## src/rtl/oh_7seg_pkg.sv

```systemverilog
// Shared constants and width helper for the 7-segment scanner.
package oh_7seg_pkg;

  localparam logic [3:0] BCD_BLANK = 4'hF;

  // Ceiling log2; clog2(1) = 0.
  function automatic int clog2(input int v);
    int r;
    int x;
    r = 0;
    x = v - 1;
    while (x > 0) begin
      r++;
      x = x >> 1;
    end
    return r;
  endfunction

endpackage

```

## src/rtl/oh_7seg_prescale.sv

```systemverilog
// Slot prescaler: counts 0..DIV-1 while enabled and flags the last cycle of a slot.
module oh_7seg_prescale #(
  parameter int DIV = 1024,
  parameter int CW  = 10
) (
  input  logic          clk,
  input  logic          reset,
  input  logic          en,
  output logic [CW-1:0] cnt,
  output logic          wrap
);

  logic [CW-1:0] cnt_d, cnt_q;

  assign wrap = en && (cnt_q == CW'(DIV - 1));
  assign cnt  = cnt_q;

  always_comb begin
    cnt_d = cnt_q;
    if (wrap)    cnt_d = '0;
    else if (en) cnt_d = cnt_q + 1'b1;
  end

  always_ff @(posedge clk or posedge reset) begin
    if (reset) cnt_q <= '0;
    else       cnt_q <= cnt_d;
  end

endmodule

```

## src/rtl/oh_7seg_scan.sv

```systemverilog
// N-digit common-anode 7-segment scanner with per-slot blanking gap.
// Optional leading-zero blanking when OH_7SEG_LZB_EN is defined.
module oh_7seg_scan
  import oh_7seg_pkg::*;
#(
  parameter int N     = 4,
  parameter int DIV   = 1024,
  parameter int BLANK = 16
) (
  input  logic           clk,
  input  logic           reset,
  input  logic           en,
  input  logic           load,
  input  logic [4*N-1:0] digits,
  output logic [3:0]     bcd,
  output logic [N-1:0]   digit_sel,
  output logic           frame
);

  localparam int CW = clog2(DIV);
  localparam int IW = (N > 1) ? clog2(N) : 1;

  logic [CW-1:0]  cnt;
  logic           wrap;
  logic [4*N-1:0] shadow_d, shadow_q;
  logic [IW-1:0]  idx_d, idx_q;
  logic [3:0]     slot_d, slot_q;
  logic [3:0]     bcd_d, bcd_q;
  logic [N-1:0]   sel_d, sel_q;
  logic           frame_d, frame_q;
  logic [3:0]     cur_digit;

  oh_7seg_prescale #(.DIV(DIV), .CW(CW)) u_prescale (
    .clk   (clk),
    .reset (reset),
    .en    (en),
    .cnt   (cnt),
    .wrap  (wrap)
  );

  // Digit for the current slot, with optional leading-zero suppression.
  always_comb begin
    cur_digit = BCD_BLANK;
    for (int k = 0; k < N; k++)
      if (idx_q == IW'(k)) cur_digit = shadow_q[4*k +: 4];
`ifdef OH_7SEG_LZB_EN
    begin
      logic zero_above;
      zero_above = 1'b1;
      for (int k = 0; k < N; k++)
        if (IW'(k) >= idx_q && shadow_q[4*k +: 4] != 4'h0) zero_above = 1'b0;
      if (idx_q != '0 && zero_above) cur_digit = BCD_BLANK;
    end
`endif
  end

  // The slot value is latched once at cnt==BLANK so a load or pause cannot alter a slot mid-way.
  always_comb begin
    shadow_d = load ? digits : shadow_q;
    idx_d    = idx_q;
    if (wrap) idx_d = (idx_q == IW'(N - 1)) ? '0 : idx_q + 1'b1;
    frame_d  = wrap && (idx_q == IW'(N - 1));
    slot_d   = slot_q;
    bcd_d    = BCD_BLANK;
    sel_d    = '1;
    if (en && cnt >= CW'(BLANK)) begin
      if (cnt == CW'(BLANK)) slot_d = cur_digit;
      bcd_d = slot_d;
      sel_d = ~(N'(1) << idx_q);
    end
  end

  always_ff @(posedge clk or posedge reset) begin
    if (reset) begin
      shadow_q <= '0;
      idx_q    <= '0;
      slot_q   <= BCD_BLANK;
      bcd_q    <= BCD_BLANK;
      sel_q    <= '1;
      frame_q  <= 1'b0;
    end else begin
      shadow_q <= shadow_d;
      idx_q    <= idx_d;
      slot_q   <= slot_d;
      bcd_q    <= bcd_d;
      sel_q    <= sel_d;
      frame_q  <= frame_d;
    end
  end

  assign bcd       = bcd_q;
  assign digit_sel = sel_q;
  assign frame     = frame_q;

endmodule

```

## config.mk

```make
export PLATFORM = sky130hd
export DESIGN_NAME = oh_7seg_scan
export DESIGN_NICKNAME = d
export VERILOG_FILES = /design/src/rtl/oh_7seg_pkg.sv /design/src/rtl/oh_7seg_prescale.sv /design/src/rtl/oh_7seg_scan.sv
export SDC_FILE = /design/constraint.sdc
export NUM_CORES = 1
export LEC_CHECK = 0
export CAP_MARGIN = 40
export CORE_ASPECT_RATIO = 1.75
export CORE_MARGIN = 2
export CORE_UTILIZATION = 27
export DETAILED_ROUTE_END_ITERATION = 8
export GPL_TIMING_DRIVEN = 0
export PLACE_DENSITY = 0.56
export SETUP_SLACK_MARGIN = 0.5
export SLEW_MARGIN = 20
export SYNTH_ARGS = -nofsm -noshare
export SYNTH_HDL_FRONTEND = slang
export SYNTH_SLANG_ARGS = --single-unit
export TNS_END_PERCENT = 1
```

## constraint.sdc

```tcl
create_clock -name clk -period 1.6 [get_ports clk]
set_input_delay 0.32 -clock clk [delete_from_list [all_inputs] [get_ports clk]]
set_output_delay 0.32 -clock clk [all_outputs]
set_load 0.02 [all_outputs]
```

==> results_tabular.tex <==
\begin{tabular}{lr}
\hline
Metric & Value \\
\hline
\multicolumn{2}{l}{\textbf{Die}} \\
\quad Horizontal die dimension & 67.3 um \\
\quad Initial cell density of the core & 0.278 \\
\quad Number of core rows & 40 \\
\quad Floorplan core area & 0.00681 mm2 \\
\quad I/O pins & 29 \\
\quad Total Die Area & 0.00772 mm2 \\
\quad Height of the die & 115 um \\
\multicolumn{2}{l}{\textbf{Clocking}} \\
\quad Maximum number of buffers from clock root to sink & 2 \\
\quad CTS H-tree depth & 2 \\
\quad Buffer type at the clock tree root & sky130\_fd\_sc\_hd\_\_clkbuf\_16 \\
\quad CTS tree & done \\
\quad Clk\_lat worst skew & 0.28 ns \\
\quad Total number of clock tree sinks & 41 \\
\quad CTS buffer count & 5 \\
\quad Hold buffer count at cts & 0 \\
\quad Clock transition time at the flip-flop clock pins of the worst setup and hold paths & 0.06 ns \\
\multicolumn{2}{l}{\textbf{Place}} \\
\quad Detailed placer's ending HPWL & 2880 um \\
\quad Number of buffers inserted by port buffering & 27 \\
\quad GP Congestion & 0.798 \\
\multicolumn{2}{l}{\textbf{GRT}} \\
\quad GRT Total Usage & 0.124 \\
\quad Initial antenna violation count & 0 \\
\quad Maximum number of pins on one net before global-route repair & 35 \\
\quad Global-route wire length before repair & 7040 um \\
\quad Via count of the first global-routing pass & 1,466 \\
\quad Overall overflow remaining after global route & 0 \\
\multicolumn{2}{l}{\textbf{Min path}} \\
\quad Tightest Hold Check Type & input port to asynchronous set/reset pin \\
\multicolumn{2}{l}{\textbf{Setup path}} \\
\quad CP Data Arrival Time & 1.66 ns \\
\quad Type of the worst setup path & register to register \\
\quad CP startpoint kind & register \\
\quad Largest driver fanout on the critical path & 5 \\
\quad CP Capture Type & register \\
\quad Critical path required time & 1.76 ns \\
\multicolumn{2}{l}{\textbf{Synthesis}} \\
\quad Simple-gate share of the synthesized area & 0.153 \\
\quad Multiplexer fraction of the synthesized cell area & 0.0833 \\
\quad Synthesized-area fraction occupied by ao, oa, aoi and oai cells & 0.108 \\
\quad Post-Syn Nets & 196 \\
\quad Fraction of synthesis flops using an asynchronous set or reset pin & 1.00 \\
\quad Post-synthesis area per instance & 11.1 um2 \\
\quad EDFF count, synth & 0 \\
\quad Share of the synthesized netlist area taken by xor and xnor gates & 0.0324 \\
\quad Share of synthesized cell area in full adder, half adder and majority cells & 0.0397 \\
\quad Dominant combinational cell family by area after synthesis & simple AND/OR/NAND/NOR gates \\
\quad Post-synth cell types & 32 \\
\quad Synthesized instance count & 170 \\
\quad Synth Register Bits & 41 \\
\quad Prevailing post-synth register cell & sky130\_fd\_sc\_hd\_\_dfrtp\_1 \\
\quad Share of the yosys chip area belonging to registers & 0.550 \\
\quad Number of warnings reported in the yosys synthesis log & 0 \\
\quad Synthesized cell area & 0.00189 mm2 \\
\multicolumn{2}{l}{\textbf{Power}} \\
\quad Leakage power & 1.11 nW \\
\quad Post-layout total power & 0.00321 W \\
\quad Maximum VDD drop & 0.000455 V \\
\quad Power density normalized to cell area & 1200 mW/mm2 \\
\multicolumn{2}{l}{\textbf{Route}} \\
\quad Highest routed metal layer & met4 \\
\quad Routed wire length on met2 & 2340 um \\
\quad Met3 wire len & 127 um \\
\quad Vias post-DR & 1,416 \\
\quad Total length of routed wires & 4130 um \\
\quad Routed metal-1 wire length & 1530 um \\
\quad Drc violations & 0 \\
\quad Via/cell ratio & 4.69 \\
\quad Iteration-0 DRC count of the detailed router & 59 \\
\quad Average routed wire per standard cell & 13.7 um \\
\quad TritonRoute pass-1 iters & 4 \\
\quad Number of nets still failing antenna checks after routing & 0 \\
\multicolumn{2}{l}{\textbf{Timing}} \\
\quad Headroom to the max-slew limit & 0.625 \\
\quad Minimum period implied by the final worst setup slack & 1.50 ns \\
\quad Number of hold violations in the final report & 0 \\
\quad Layout Skew & 0.00211 ns \\
\quad Actual transition at the worst max-transition pin & 0.563 ns \\
\quad Number of failing setup endpoints in the final timing report & 0 \\
\quad Max-slew violation count & 0 \\
\quad Crit share post-route & 0.935 \\
\quad Unrepaired setup endpoints after global routing & true \\
\quad Maximum achievable frequency & 668 MHz \\
\quad Fin Setup TNS & 0 ns \\
\multicolumn{2}{l}{\textbf{Flow run}} \\
\quad \# Max-Cap Violations & 0 \\
\multicolumn{2}{l}{\textbf{Layout}} \\
\quad Post-route core utilization & 0.394 \\
\quad Total Nets Final & 243 \\
\quad Fraction of final layout cells sized beyond drive strength 1 & 0.367 \\
\quad Post-synthesis to final-layout area growth & 41.8\% \\
\quad Antenna Diode Count & 0 \\
\multicolumn{2}{l}{\textbf{Run status}} \\
\quad Status & complete, no violations \\
\hline
\end{tabular}
==> worst max-delay path: stages, from the launching register on <==
cell,delay (ns)
sky130_fd_sc_hd__dfrtp_1,0.40
sky130_fd_sc_hd__ha_2,0.20
sky130_fd_sc_hd__and3_4,0.22
sky130_fd_sc_hd__nand2_2,0.10
sky130_fd_sc_hd__nor2_8,0.13
sky130_fd_sc_hd__mux2_1,0.32
==> area by class of cell <==
class / instances / area [um2]
tap: 84 / 105
clock buffer: 8 / 146
multi-input combinational: 113 / 928
buffer: 6 / 47.5
fill: 690 / 4120
sequential: 41 / 1050
inverter: 10 / 42.5
timing repair buffer: 40 / 369
==> registers in the layout (all words and copies together), names as in the netlist <==
| register | cells |
|---|---|
| u_prescale.cnt | 10 |
| shadow_q | 16 |
| idx_q | 2 |
| slot_q | 4 |
| digit_sel | 4 |
| bcd | 4 |
| frame | 1 |
==> synth_stat cells, drive strengths merged, types with 2 or more instances <==
cell type,count,share of area
dfrtp,29,0.38
nand2,29,0.057
o21ai,18,0.048
mux2,14,0.083
dfstp,12,0.17
nor2,11,0.030
inv,9,0.018
ha,6,0.040
xnor2,6,0.028
a221oi,4,0.019
o221ai,4,0.019
buf,3,0.0079
clkbuf,3,0.0059
nand3,3,0.015
nand4,3,0.0099
nor3,3,0.0079
o31ai,2,0.015
==> final timing paths <==
| check | startpoint | endpoint | slack [ns] | depth (start not counted) |
|---|---|---|---|---|
| max | u_prescale.cnt[0]$_DFFE_PP0P_ | idx_q[1]$_DFFE_PP0N_ | 0.10 | 5 |
| min | reset | shadow_q[2]$_DFFE_PP0P_ | 0.26 | 2 |
| max reg2reg | u_prescale.cnt[0]$_DFFE_PP0P_ | idx_q[1]$_DFFE_PP0N_ | 0.10 | 5 |
| min reg2reg | slot_q[1]$_DFFE_PP1P_ | slot_q[1]$_DFFE_PP1P_ | 0.46 | 2 |
| max in group asynchronous | reset | slot_q[1]$_DFFE_PP1P_ | 0.84 | 3 |
| min in group clk | load | shadow_q[5]$_DFFE_PP0P_ | 0.42 | 3 |
==> layout by cell type, fill, tap and decap left out, types with 5 or more instances in the layout <==
master                            synthesis  routed
sky130_fd_sc_hd__xnor2_1                  6       6
sky130_fd_sc_hd__o21ai_0                 18       9
sky130_fd_sc_hd__o21ai_1                  0       8
sky130_fd_sc_hd__nor2_1                  10       7
sky130_fd_sc_hd__dfrtp_1                 29      25
sky130_fd_sc_hd__inv_1                    9       6
sky130_fd_sc_hd__buf_4                    0      13
sky130_fd_sc_hd__clkdlybuf4s50_1          0      18
sky130_fd_sc_hd__mux2_2                  12      12
sky130_fd_sc_hd__nand2_1                 29      28
sky130_fd_sc_hd__dlygate4sd2_1            0       9
sky130_fd_sc_hd__clkbuf_16                0       5
sky130_fd_sc_hd__dfstp_2                 12      12
==> power by group <==
group	switching, W	internal [W]	total [W]
Sequential	0.000136	0.00130	0.00143
Combinational	0.000423	0.000347	0.000770
Clock	0.000385	0.000622	0.00101
==> per-stage QoR <==
step / hold WS (ns) / worst slack [ns] / instance area (um2) / instances
after detailed placement: 0.462 / -0.286 / 2300 / 282
after global routing: 0.293 / 0.0107 / 2690 / 302
after global placement: 0.454 / -0.691 / 2280 / 281
final: 0.259 / 0.104 / 2690 / 302
after CTS: 0.265 / 0.0754 / 2640 / 301
after floorplan: 0.441 / 0.206 / 1910 / 170
==> cell families after synthesis <==
group | count (synthesis)
mux | 14
simple gates | 56
fa+ha+maj | 6
buf+inv | 16
xor+xnor | 7
flops | 41
compound gates | 30
==> what timing repair did <==
item / in CTS / in global routing
setup buffers: 10 / 1
setup endpoints to repair: 33 / 34
gates resized for setup: 41 / 11
gates cloned: 1 / 0
pin swaps: 10 / 9
==> per-layer routing <==
metal	GRT usage	vias to the layer above
li1	-	678
met1	0.131	698
met2	0.224	29
met3	0.0245	11
met4	0.0667	0
met5	0	-
Power figures use the tool's default switching activity.
